==> config.mk <==
export PLATFORM = sky130hd
export DESIGN_NAME = ifid_decode_stage_flat
export DESIGN_NICKNAME = d
export VERILOG_FILES = /design/src/rtl/ifid_decode_stage_pkg.sv /design/src/rtl/ifid_decode_stage_if.sv /design/src/rtl/ifid_decode_stage_decoder.sv /design/src/rtl/ifid_decode_stage.sv /design/src/flat_wrapper.sv
export SDC_FILE = /design/constraint.sdc
export NUM_CORES = 1
export LEC_CHECK = 0
export ABC_AREA = 1
export BUFFER_PORTS_ARGS = -buffer_cell sky130_fd_sc_hd__buf_4
export CAP_MARGIN = 20
export CORE_MARGIN = 1
export CORE_UTILIZATION = 40
export CTS_CLUSTER_SIZE = 28
export DETAILED_ROUTE_END_ITERATION = 16
export GPL_ROUTABILITY_DRIVEN = 0
export PLACE_DENSITY = 0.71
export SYNTH_ARGS = -nofsm -noshare
export SYNTH_HDL_FRONTEND = slang
export SYNTH_SLANG_ARGS = --single-unit
==> constraint.sdc <==
create_clock -name clk -period 1.44 [get_ports clk]
set_input_delay 0.072 -clock clk [delete_from_list [all_inputs] [get_ports clk]]
set_output_delay 0.072 -clock clk [all_outputs]
set_load 0.01 [all_outputs]
==> src/rtl/ifid_decode_stage_pkg.sv <==
// ifid_pkg: MIPS instruction field widths, opcode constants and the R/I/J
// instruction class used by the IF/ID decode stage and its field decoder.
package ifid_pkg;

   localparam int INSTR_W = 32;
   localparam int OPC_W   = 6;
   localparam int REG_W   = 5;
   localparam int FUNCT_W = 6;
   localparam int IMM_W   = 16;
   localparam int ADDR_W  = 26;

   localparam logic [OPC_W-1:0] OPC_RTYPE = 6'h00;
   localparam logic [OPC_W-1:0] OPC_J     = 6'h02;
   localparam logic [OPC_W-1:0] OPC_JAL   = 6'h03;

   typedef enum logic [1:0] {
      CLS_R,
      CLS_I,
      CLS_J
   } instr_cls_e;

   // Every opcode that is neither SPECIAL nor J/JAL is treated as I-format.
   function automatic instr_cls_e classify(input logic [OPC_W-1:0] opc);
      instr_cls_e cls;
      cls = CLS_I;
      if (opc == OPC_RTYPE) begin
         cls = CLS_R;
      end else if ((opc == OPC_J) || (opc == OPC_JAL)) begin
         cls = CLS_J;
      end
      return cls;
   endfunction

endpackage

==> src/rtl/ifid_decode_stage_if.sv <==
// ifid_decode_stage_if: instruction input handshake plus decoded output
// stream of the IF/ID stage.
//   in_valid/in_ready/in_instr[/in_pc]  : upstream beat
//   out_valid/out_ready + decoded fields : downstream presentation
// Optional macro IFID_PC_EN adds in_pc / out_pc.
// modport master: the stage side; modport slave: the fetch/decode environment.
interface ifid_decode_stage_if #(
   parameter int XLEN = 32,
   parameter int PC_W = 32
);
   logic                          in_valid;
   logic                          in_ready;
   logic [ifid_pkg::INSTR_W-1:0]  in_instr;
   logic                          out_valid;
   logic                          out_ready;
   logic [ifid_pkg::OPC_W-1:0]    opcode;
   logic [ifid_pkg::REG_W-1:0]    rs;
   logic [ifid_pkg::REG_W-1:0]    rt;
   logic [ifid_pkg::REG_W-1:0]    rd;
   logic [ifid_pkg::REG_W-1:0]    shamt;
   logic [ifid_pkg::FUNCT_W-1:0]  funct;
   logic [XLEN-1:0]               imm_sext;
   logic [XLEN-1:0]               imm_zext;
   logic [PC_W-1:0]               jtarget;
   logic                          is_rtype;
   logic                          is_jtype;
   logic                          is_itype;
`ifdef IFID_PC_EN
   logic [PC_W-1:0]               in_pc;
   logic [PC_W-1:0]               out_pc;

   modport master (
      input  in_valid, in_instr, in_pc, out_ready,
      output in_ready, out_valid, opcode, rs, rt, rd, shamt, funct,
             imm_sext, imm_zext, jtarget, is_rtype, is_jtype, is_itype, out_pc
   );
   modport slave (
      output in_valid, in_instr, in_pc, out_ready,
      input  in_ready, out_valid, opcode, rs, rt, rd, shamt, funct,
             imm_sext, imm_zext, jtarget, is_rtype, is_jtype, is_itype, out_pc
   );
`else
   modport master (
      input  in_valid, in_instr, out_ready,
      output in_ready, out_valid, opcode, rs, rt, rd, shamt, funct,
             imm_sext, imm_zext, jtarget, is_rtype, is_jtype, is_itype
   );
   modport slave (
      output in_valid, in_instr, out_ready,
      input  in_ready, out_valid, opcode, rs, rt, rd, shamt, funct,
             imm_sext, imm_zext, jtarget, is_rtype, is_jtype, is_itype
   );
`endif
endinterface

==> src/rtl/ifid_decode_stage_decoder.sv <==
// instr_field_decoder: purely combinational MIPS field splitter.
//   in : instr (32b), pc (PC_W, only with IFID_PC_EN)
//   out: opcode, rs, rt, rd, shamt, funct, imm_sext/imm_zext (XLEN),
//        jtarget (PC_W), is_rtype/is_jtype/is_itype
// Macro IFID_PC_EN: jtarget takes its upper bits from pc; otherwise the
// 28-bit target is zero-extended.
module instr_field_decoder
   import ifid_pkg::*;
#(
   parameter int XLEN = 32,
   parameter int PC_W = 32
) (
   input  logic [INSTR_W-1:0] instr,
`ifdef IFID_PC_EN
   input  logic [PC_W-1:0]    pc,
`endif
   output logic [OPC_W-1:0]   opcode,
   output logic [REG_W-1:0]   rs,
   output logic [REG_W-1:0]   rt,
   output logic [REG_W-1:0]   rd,
   output logic [REG_W-1:0]   shamt,
   output logic [FUNCT_W-1:0] funct,
   output logic [XLEN-1:0]    imm_sext,
   output logic [XLEN-1:0]    imm_zext,
   output logic [PC_W-1:0]    jtarget,
   output logic               is_rtype,
   output logic               is_jtype,
   output logic               is_itype
);

   instr_cls_e cls;

   function automatic logic [XLEN-1:0] sext_imm(input logic [IMM_W-1:0] imm);
      return XLEN'($signed(imm));
   endfunction

   function automatic logic [XLEN-1:0] zext_imm(input logic [IMM_W-1:0] imm);
      return XLEN'(imm);
   endfunction

   always_comb begin
      opcode   = instr[31:26];
      rs       = instr[25:21];
      rt       = instr[20:16];
      rd       = instr[15:11];
      shamt    = instr[10:6];
      funct    = instr[5:0];
      imm_sext = sext_imm(instr[IMM_W-1:0]);
      imm_zext = zext_imm(instr[IMM_W-1:0]);
      cls      = classify(instr[31:26]);
      is_rtype = (cls == CLS_R);
      is_jtype = (cls == CLS_J);
      is_itype = (cls == CLS_I);
   end

`ifdef IFID_PC_EN
   // Region bits above the 28-bit word target come from PC+4.
   if (PC_W > 28) begin : g_jt_region
      assign jtarget = {pc[PC_W-1:28], instr[ADDR_W-1:0], 2'b00};
   end else begin : g_jt_flat
      assign jtarget = PC_W'({instr[ADDR_W-1:0], 2'b00});
   end
`else
   assign jtarget = PC_W'({instr[ADDR_W-1:0], 2'b00});
`endif

endmodule

==> src/rtl/ifid_decode_stage.sv <==
// ifid_decode_stage: registered IF/ID boundary with a two-entry skid buffer
// (main + skid) and combinational field decode of the main entry.
//   clk, rst (sync, active-high), flush (drop all held beats)
//   bus : ifid_decode_stage_if.master (input handshake, decoded outputs)
// Macro IFID_PC_EN: stores PC+4 per entry, exposes in_pc/out_pc and forms
// jtarget from the PC region bits.
module ifid_decode_stage
   import ifid_pkg::*;
#(
   parameter int XLEN = 32,
   parameter int PC_W = 32
) (
   input  logic                        clk,
   input  logic                        rst,
   input  logic                        flush,
   ifid_decode_stage_if.master         bus
);

   logic               main_vld;
   logic [INSTR_W-1:0] main_instr;
   logic               skid_vld;
   logic [INSTR_W-1:0] skid_instr;
   logic               in_fire;
   logic               main_free;
`ifdef IFID_PC_EN
   logic [PC_W-1:0]    main_pc;
   logic [PC_W-1:0]    skid_pc;
`endif

   // Ready depends only on registered state, never on out_ready.
   assign bus.in_ready  = !skid_vld && !rst;
   assign bus.out_valid = main_vld;
   assign in_fire       = bus.in_valid && bus.in_ready;
   // Main can take a new beat when empty or leaving this cycle.
   assign main_free     = !main_vld || bus.out_ready;

   // Stage boundary: fetch side -> held main/skid entries
   always_ff @(posedge clk) begin
      if (rst) begin
         main_vld   <= 1'b0;
         skid_vld   <= 1'b0;
         main_instr <= '0;
         skid_instr <= '0;
`ifdef IFID_PC_EN
         main_pc    <= '0;
         skid_pc    <= '0;
`endif
      end else if (flush) begin
         main_vld <= 1'b0;
         skid_vld <= 1'b0;
      end else if (main_free) begin
         if (skid_vld) begin
            // in_ready was low, so no input competes with the refill.
            main_vld   <= 1'b1;
            main_instr <= skid_instr;
`ifdef IFID_PC_EN
            main_pc    <= skid_pc;
`endif
            skid_vld   <= 1'b0;
         end else begin
            main_vld <= in_fire;
            if (in_fire) begin
               main_instr <= bus.in_instr;
`ifdef IFID_PC_EN
               main_pc    <= bus.in_pc;
`endif
            end
         end
      end else if (in_fire) begin
         skid_vld   <= 1'b1;
         skid_instr <= bus.in_instr;
`ifdef IFID_PC_EN
         skid_pc    <= bus.in_pc;
`endif
      end
   end

`ifdef IFID_PC_EN
   assign bus.out_pc = main_pc;
`endif

   // Stage boundary: main entry -> combinational decode outputs
   instr_field_decoder #(
      .XLEN (XLEN),
      .PC_W (PC_W)
   ) u_dec (
      .instr    (main_instr),
`ifdef IFID_PC_EN
      .pc       (main_pc),
`endif
      .opcode   (bus.opcode),
      .rs       (bus.rs),
      .rt       (bus.rt),
      .rd       (bus.rd),
      .shamt    (bus.shamt),
      .funct    (bus.funct),
      .imm_sext (bus.imm_sext),
      .imm_zext (bus.imm_zext),
      .jtarget  (bus.jtarget),
      .is_rtype (bus.is_rtype),
      .is_jtype (bus.is_jtype),
      .is_itype (bus.is_itype)
   );

endmodule

==> src/flat_wrapper.sv <==
// flat-port wrapper written by rule: the top's interface ports become plain ports
module ifid_decode_stage_flat import ifid_pkg::*;
#(
   parameter int XLEN = 32,
   parameter int PC_W = 32
)
  (clk, rst, flush, bus_in_valid, bus_in_instr, bus_out_ready, bus_in_ready, bus_out_valid, bus_opcode, bus_rs, bus_rt, bus_rd, bus_shamt, bus_funct, bus_imm_sext, bus_imm_zext, bus_jtarget, bus_is_rtype, bus_is_jtype, bus_is_itype);
  ifid_decode_stage_if #(.XLEN(XLEN), .PC_W(PC_W)) bus_i ();
  input  logic clk;
  input  logic rst;
  input  logic flush;
  input wire logic [$bits(bus_i.in_valid)-1:0] bus_in_valid;
  input wire logic [$bits(bus_i.in_instr)-1:0] bus_in_instr;
  input wire logic [$bits(bus_i.out_ready)-1:0] bus_out_ready;
  output wire logic [$bits(bus_i.in_ready)-1:0] bus_in_ready;
  output wire logic [$bits(bus_i.out_valid)-1:0] bus_out_valid;
  output wire logic [$bits(bus_i.opcode)-1:0] bus_opcode;
  output wire logic [$bits(bus_i.rs)-1:0] bus_rs;
  output wire logic [$bits(bus_i.rt)-1:0] bus_rt;
  output wire logic [$bits(bus_i.rd)-1:0] bus_rd;
  output wire logic [$bits(bus_i.shamt)-1:0] bus_shamt;
  output wire logic [$bits(bus_i.funct)-1:0] bus_funct;
  output wire logic [$bits(bus_i.imm_sext)-1:0] bus_imm_sext;
  output wire logic [$bits(bus_i.imm_zext)-1:0] bus_imm_zext;
  output wire logic [$bits(bus_i.jtarget)-1:0] bus_jtarget;
  output wire logic [$bits(bus_i.is_rtype)-1:0] bus_is_rtype;
  output wire logic [$bits(bus_i.is_jtype)-1:0] bus_is_jtype;
  output wire logic [$bits(bus_i.is_itype)-1:0] bus_is_itype;
  assign bus_i.in_valid = bus_in_valid;
  assign bus_i.in_instr = bus_in_instr;
  assign bus_i.out_ready = bus_out_ready;
  assign bus_in_ready = bus_i.in_ready;
  assign bus_out_valid = bus_i.out_valid;
  assign bus_opcode = bus_i.opcode;
  assign bus_rs = bus_i.rs;
  assign bus_rt = bus_i.rt;
  assign bus_rd = bus_i.rd;
  assign bus_shamt = bus_i.shamt;
  assign bus_funct = bus_i.funct;
  assign bus_imm_sext = bus_i.imm_sext;
  assign bus_imm_zext = bus_i.imm_zext;
  assign bus_jtarget = bus_i.jtarget;
  assign bus_is_rtype = bus_i.is_rtype;
  assign bus_is_jtype = bus_i.is_jtype;
  assign bus_is_itype = bus_i.is_itype;
  ifid_decode_stage #(.XLEN(XLEN), .PC_W(PC_W)) u_core (.clk(clk), .rst(rst), .flush(flush), .bus(bus_i));
endmodule
==> flow_metrics.py, run 1 <==
metrics = {
    "status": {
        "status": "finished, final reports clean",
    },
    "grt": {
        "grt_antenna_before_repair": 0,
        "overflow": 0,
        "grtUsageTotal": 0.162,
        "grt_pass1_wl_um": 13200,
        "grt_pass1_vias": 3024,
        "use_met3": 0.0366,
        "met1_usage": 0.195,
        "use_met2": 0.279,
        "grt_max_degree": 49,
        "busiest_layer": "met2",
    },
    "critical_path": {
        "worstPathCellList": "nand3_1 > nor2_8 > buf_12 > nand2_1 > nand2_1 > nor2_1",
        "cp-start-kind": "flip-flop",
        "crit_top_cell": "nand2_1",
        "cpMaxStageDelayCell": "dfxtp_1",
        "crit_fanout": 48,
        "max_stage_delay_ps": 430,
        "path_buf_inv": 1,
        "reg2regPathDepth": 6,
        "crit_required_ps": 1670,
        "cp-end-kind": "flip-flop",
        "critical_path_class": "flip-flop to flip-flop",
        "critPathTopFamily": "simple AND/OR/NAND/NOR gates",
        "cp.arrival_ps": 1530,
        "cp_num_cells": 6,
    },
    "die": {
        "fp.coreArea_um2": 9420,
        "initial_core_util": 0.421,
        "die_w_um": 102,
        "core.rowCount": 35,
        "ioPinCount": 170,
        "die_area_um2": 10300,
        "fp.dieH_um": 102,
    },
    "placement": {
        "place_inst": 820,
        "place_hpwl_um": 5890,
        "port_buffers": 147,
    },
    "routing": {
        "initialDrtViolationCount": 121,
        "route.detailed.drc": 0,
        "vias_per_cell": 4.19,
        "antenna_left": 0,
        "dr_total_vias": 3503,
        "wl_um": 8280,
        "firstDrtPassIters": 4,
        "wire_per_inst_um": 9.90,
    },
    "clocking": {
        "cts_tree": "built",
        "htreeDepth": 3,
        "path_clk_slew_ps": 70,
        "cts_buffer_depth": 2,
        "cts_setup_buffers": 0,
        "cts_root_buffer": "clkbuf_8",
        "cts_sinks": 66,
        "cts_buffers": 9,
        "clk_latency_ps": 340,
    },
    "sta": {
        "maxSlewHeadroom": 0.625,
        "slew_violations": 0,
        "fin_crit_ps": 1300,
        "finalHoldViolCount": 0,
        "rsz0062_at_grt": "true",
        "fin_crit_sh": 0.904,
        "hold_ws_ps": 30.1,
        "fmax_mhz": 768,
        "finalSetupViolCount": 0,
        "tightest_slew_ps": 563,
        "clock_skew_ps": 6.11,
    },
    "worst_hold_path": {
        "hold_path.class": "input pin to flip-flop",
        "holdPathStages": 4,
    },
    "finish": {
        "diodes": 0,
        "final_layout_size_suffix_gt1_frac": 0.264,
        "nFillCells": 940,
        "syn_to_final_growth_pct": 21.0,
        "multi_input_area_um2": 1580,
        "fin_cells": 836,
        "regArea_um2": 1320,
        "mostFrequentLayoutCell": "nor2_1",
        "layout_common_cells": "nor2_1, buf_4, nand2_1",
        "nets": 739,
    },
    "synthesis": {
        "synth.distinct_cells": 17,
        "synth.avg_cell_area_um2": 6.27,
        "yosysWarnings": 0,
        "ys_seq_area_frac": 0.333,
        "synth.cell_area_um2": 3970,
        "synth_seq_cells": 66,
        "postSynthCellCount": 633,
    },
    "power": {
        "vdd_drop_max_v": 0.000419,
        "pwr-share-clk": 0.389,
        "seqPwrFrac": 0.437,
        "pwr-share-comb": 0.174,
        "swShare": 0.260,
        "power_density_nw_per_um2": 919,
        "p_leak_nw": 2.75,
        "power_mw": 4.41,
        "p_int_mw": 3.27,
        "switchingPower_mw": 1.15,
    },
    "flow_run": {
        "drv_cap": 0,
    },
}
-- logic make-up (layout without fill, tap and decap cells) --
| logic type | after synthesis | after routing | share of synthesized area |
|---|---|---|---|
| AND/OR/NAND/NOR | 367 | 367 | 0.364 |
| other | 1 | 22 | 0.000945 |
| buffers and inverters | 195 | 248 | 0.295 |
| flip-flops | 66 | 66 | 0.333 |
| AO/OA/AOI/OAI | 4 | 4 | 0.00663 |
-- through the flow --
step                 util  cell area, µm²  worst slack, ps  setup TNS [ps]
finish              0.510            4800              138               0
global route        0.510            4800            -6.78           -6.78
CTS                 0.509            4790             90.6               0
floorplan               -            4050              241               0
global placement    0.485            4570              153               0
detailed placement  0.485            4570              130               0
-- metal layers --
metal,routed length [µm],up-vias,share of wire
li1,-,1871,-
met1,3820,1503,0.46
met2,3780,119,0.46
met3,558,10,0.067
met4,117,0,0.014
met5,0,-,0
-- synthesized netlist by cell type --
library cell  count  area (µm²)
nor2_1          197         739
nand2_1         131         492
buf_4           100         751
inv_1            70         263
dfxtp_1          66        1320
nand3_1          33         165
buf_2            14        70.1
buf_6             6        67.6
buf_1             5        18.8
a21oi_1           2        10.0
nor2_2            2        12.5
nor3_1            2        10.0
a21oi_2           1        8.76
conb_1            1        3.75
nand2_2           1        6.26
nor2_8            1        20.0
o21bai_1          1        7.51
-- power by group through the flow --
stage	Combinational, mW	Clock (mW)	Sequential, mW
after floorplan	0.532	0	1.99
after global placement	0.763	0	1.97
after detailed placement	0.771	0	1.97
after CTS	0.772	1.77	1.93
after global routing	0.852	1.86	1.94
final	0.768	1.72	1.93
-- state kept, by name, summed over array words and instances, names as in the netlist --
register	cells
u_core.skid_instr	32
u_core.main_instr	32
u_core.bus.out_valid	1
u_core.skid_vld	1
-- tightest hold or removal path: stages --
cell and delay (ps):
buf_4 110, nor2_1 40, inv_1 60, nor3_1 50
-- final timing paths --
path / start / end / slack [ps]
setup / recovery: u_core.bus.out_valid$_SDFFE_PP0P_ / u_core.skid_instr[29]$_SDFFE_PP0P_ / 140
hold / removal: flush / u_core.skid_vld$_SDFFE_PP0P_ / 30
setup reg to reg: u_core.bus.out_valid$_SDFFE_PP0P_ / u_core.skid_instr[29]$_SDFFE_PP0P_ / 140
hold reg to reg: u_core.skid_instr[15]$_SDFFE_PP0P_ / u_core.skid_instr[15]$_SDFFE_PP0P_ / 480
-- final cells by class --
| class | count | area share |
|---|---|---|
| sequential | 66 | 0.276 |
| multi-input combinational | 393 | 0.329 |
| inverter | 70 | 0.0548 |
| clock buffer | 11 | 0.0295 |
| tap | 129 | 0.0336 |
| clock inverter | 5 | 0.0162 |
| timing repair buffer | 162 | 0.261 |
-- timing repair --
action | CTS | global route
setup endpoints to repair | 0 | 10
hold buffers | 0 | 0
gates resized for setup | 0 | 2
(Power assumes the default switching activity.)
==> run 2, diff against run 1 <==
- CTS_BUF_LIST: not set -> sky130_fd_sc_hd__clkbuf_8
==> flow_metrics.py, run 2 (synthesis results as in run 1) <==
metrics = {
    "worst_hold_path": {
        "hold_path.class": "input pin to flip-flop",
    },
    "critical_path": {
        "max_stage_delay_ps": 430,
        "crit_fanout": 48,
        "critical_path_class": "flip-flop to flip-flop",
        "cpMaxStageDelayCell": "dfxtp_1",
        "cp.arrival_ps": 1530,
        "worstPathCellList": "nand3_1 > nor2_8 > buf_12 > nand2_1 > nand2_1 > nor2_1",
        "crit_required_ps": 1670,
        "cp-start-kind": "flip-flop",
        "crit_top_cell": "nand2_1",
        "cp-end-kind": "flip-flop",
    },
    "die": {
        "initial_core_util": 0.421,
        "ioPinCount": 170,
        "core.rowCount": 35,
        "fp.dieH_um": 102,
        "die_area_um2": 10300,
        "die_w_um": 102,
        "fp.coreArea_um2": 9420,
    },
    "power": {
        "seqPwrFrac": 0.438,
        "switchingPower_mw": 1.15,
        "vdd_drop_max_v": 0.000419,
        "p_leak_nw": 2.76,
        "p_int_mw": 3.26,
        "pwr-share-clk": 0.388,
        "swShare": 0.260,
        "pwr-share-comb": 0.174,
        "power_density_nw_per_um2": 918,
    },
    "routing": {
        "firstDrtPassIters": 4,
        "initialDrtViolationCount": 121,
        "dr_total_vias": 3500,
        "wl_um": 8280,
        "antenna_left": 0,
        "route.detailed.drc": 0,
        "wire_per_inst_um": 9.90,
        "vias_per_cell": 4.19,
    },
    "finish": {
        "nets": 739,
        "syn_to_final_growth_pct": 21.0,
        "layout_common_cells": "nor2_1, buf_4, nand2_1",
        "nFillCells": 940,
        "mostFrequentLayoutCell": "nor2_1",
        "final_layout_size_suffix_gt1_frac": 0.264,
        "largest_registers": "u_core.main_instr x32, u_core.skid_instr x32",
        "diodes": 0,
    },
    "clocking": {
        "clk_latency_ps": 340,
        "path_clk_slew_ps": 70,
        "cts_tree": "built",
        "htreeDepth": 3,
        "postCtsHoldBufs": 0,
        "cts_buffers": 9,
        "cts_buffer_depth": 2,
        "cts_sinks": 66,
        "cts_root_buffer": "clkbuf_8",
        "post_cts_resized": 0,
        "cts_setup_buffers": 0,
    },
    "status": {
        "status": "finished, final reports clean",
    },
    "sta": {
        "maxSlewHeadroom": 0.625,
        "rsz0062_at_grt": "true",
        "finalSetupViolCount": 0,
        "slew_violations": 0,
        "finalHoldViolCount": 0,
        "clock_skew_ps": 6.32,
        "worst_slack_ps": 138,
        "tightest_slew_ps": 563,
        "hold_ws_ps": 30.4,
        "fmax_mhz": 768,
        "fin_crit_ps": 1300,
        "fin_crit_sh": 0.904,
    },
    "grt": {
        "grt_pass1_wl_um": 13200,
        "grtUsageTotal": 0.162,
        "grt_antenna_before_repair": 0,
        "grt_max_degree": 49,
        "grt_pass1_vias": 3024,
        "overflow": 0,
    },
    "placement": {
        "dp_slack_ps": 130,
        "port_buffers": 147,
        "place_hpwl_um": 5890,
    },
    "flow_run": {
        "drv_cap": 0,
    },
}
==> run 2: changes by cell type in the layout (fill, tap and decap cells not counted) <==
cell	previous run	this run
clkbuf_1	1	0
inv_1	69	70
==> run 2: path summary, 6_finish.rpt <==
kind | from | slack (ps) | end | depth (start not counted)
worst max-delay path | u_core.bus.out_valid$_SDFFE_PP0P_ | 140 | u_core.skid_instr[29]$_SDFFE_PP0P_ | 6
worst min-delay path | flush | 30 | u_core.skid_vld$_SDFFE_PP0P_ | 4
worst max register to register | u_core.bus.out_valid$_SDFFE_PP0P_ | 140 | u_core.skid_instr[29]$_SDFFE_PP0P_ | 6
worst min register to register | u_core.skid_instr[15]$_SDFFE_PP0P_ | 480 | u_core.skid_instr[15]$_SDFFE_PP0P_ | 2
==> run 2: stage by stage <==
stage,utilization,power (mW),cells,instance area [µm²],setup TNS [ps]
after global routing,0.510,4.64,836,4800,-6.78
after global placement,0.485,2.73,820,4570,0
after CTS,0.509,4.46,836,4790,0
after detailed placement,0.485,2.74,820,4570,0
final,0.510,4.40,836,4800,0
after floorplan,-,2.52,654,4050,0
==> run 2: layer usage <==
metal,global-route usage,routed length [µm],vias to the layer above,part of all wire
met3,0.0366,552,10,0.067
met1,0.195,3830,1500,0.46
met4,0.0680,117,0,0.014
met5,0,0,-,0
met2,0.279,3780,119,0.46
li1,-,-,1871,-
==> run 2: area by class of cell <==
| cell class | count | area, µm² | share of cell area |
|---|---|---|---|
| multi-input combinational | 393 | 1580 | 0.329 |
| sequential | 66 | 1320 | 0.276 |
| timing repair buffer | 162 | 1250 | 0.261 |
| inverter | 70 | 263 | 0.0548 |
| tap | 129 | 161 | 0.0336 |
| clock buffer | 10 | 138 | 0.0287 |
| clock inverter | 6 | 81.3 | 0.0169 |
==> run 2: worst max-delay path, delay by kind of cell (launching register included) <==
kind                   cells  cell delay, ps
DFF                        1             430
and+or+nand+nor            5             530
buffers and inverters      1             220
==> run 2: power by group through the flow <==
stage               registers [mW]  logic, mW  clock network, mW
floorplan                     1.99      0.532                  0
CTS                           1.93      0.772               1.77
global placement              1.97      0.763                  0
finish                        1.93      0.768               1.71
detailed placement            1.97      0.771                  0
global route                  1.94      0.852               1.85
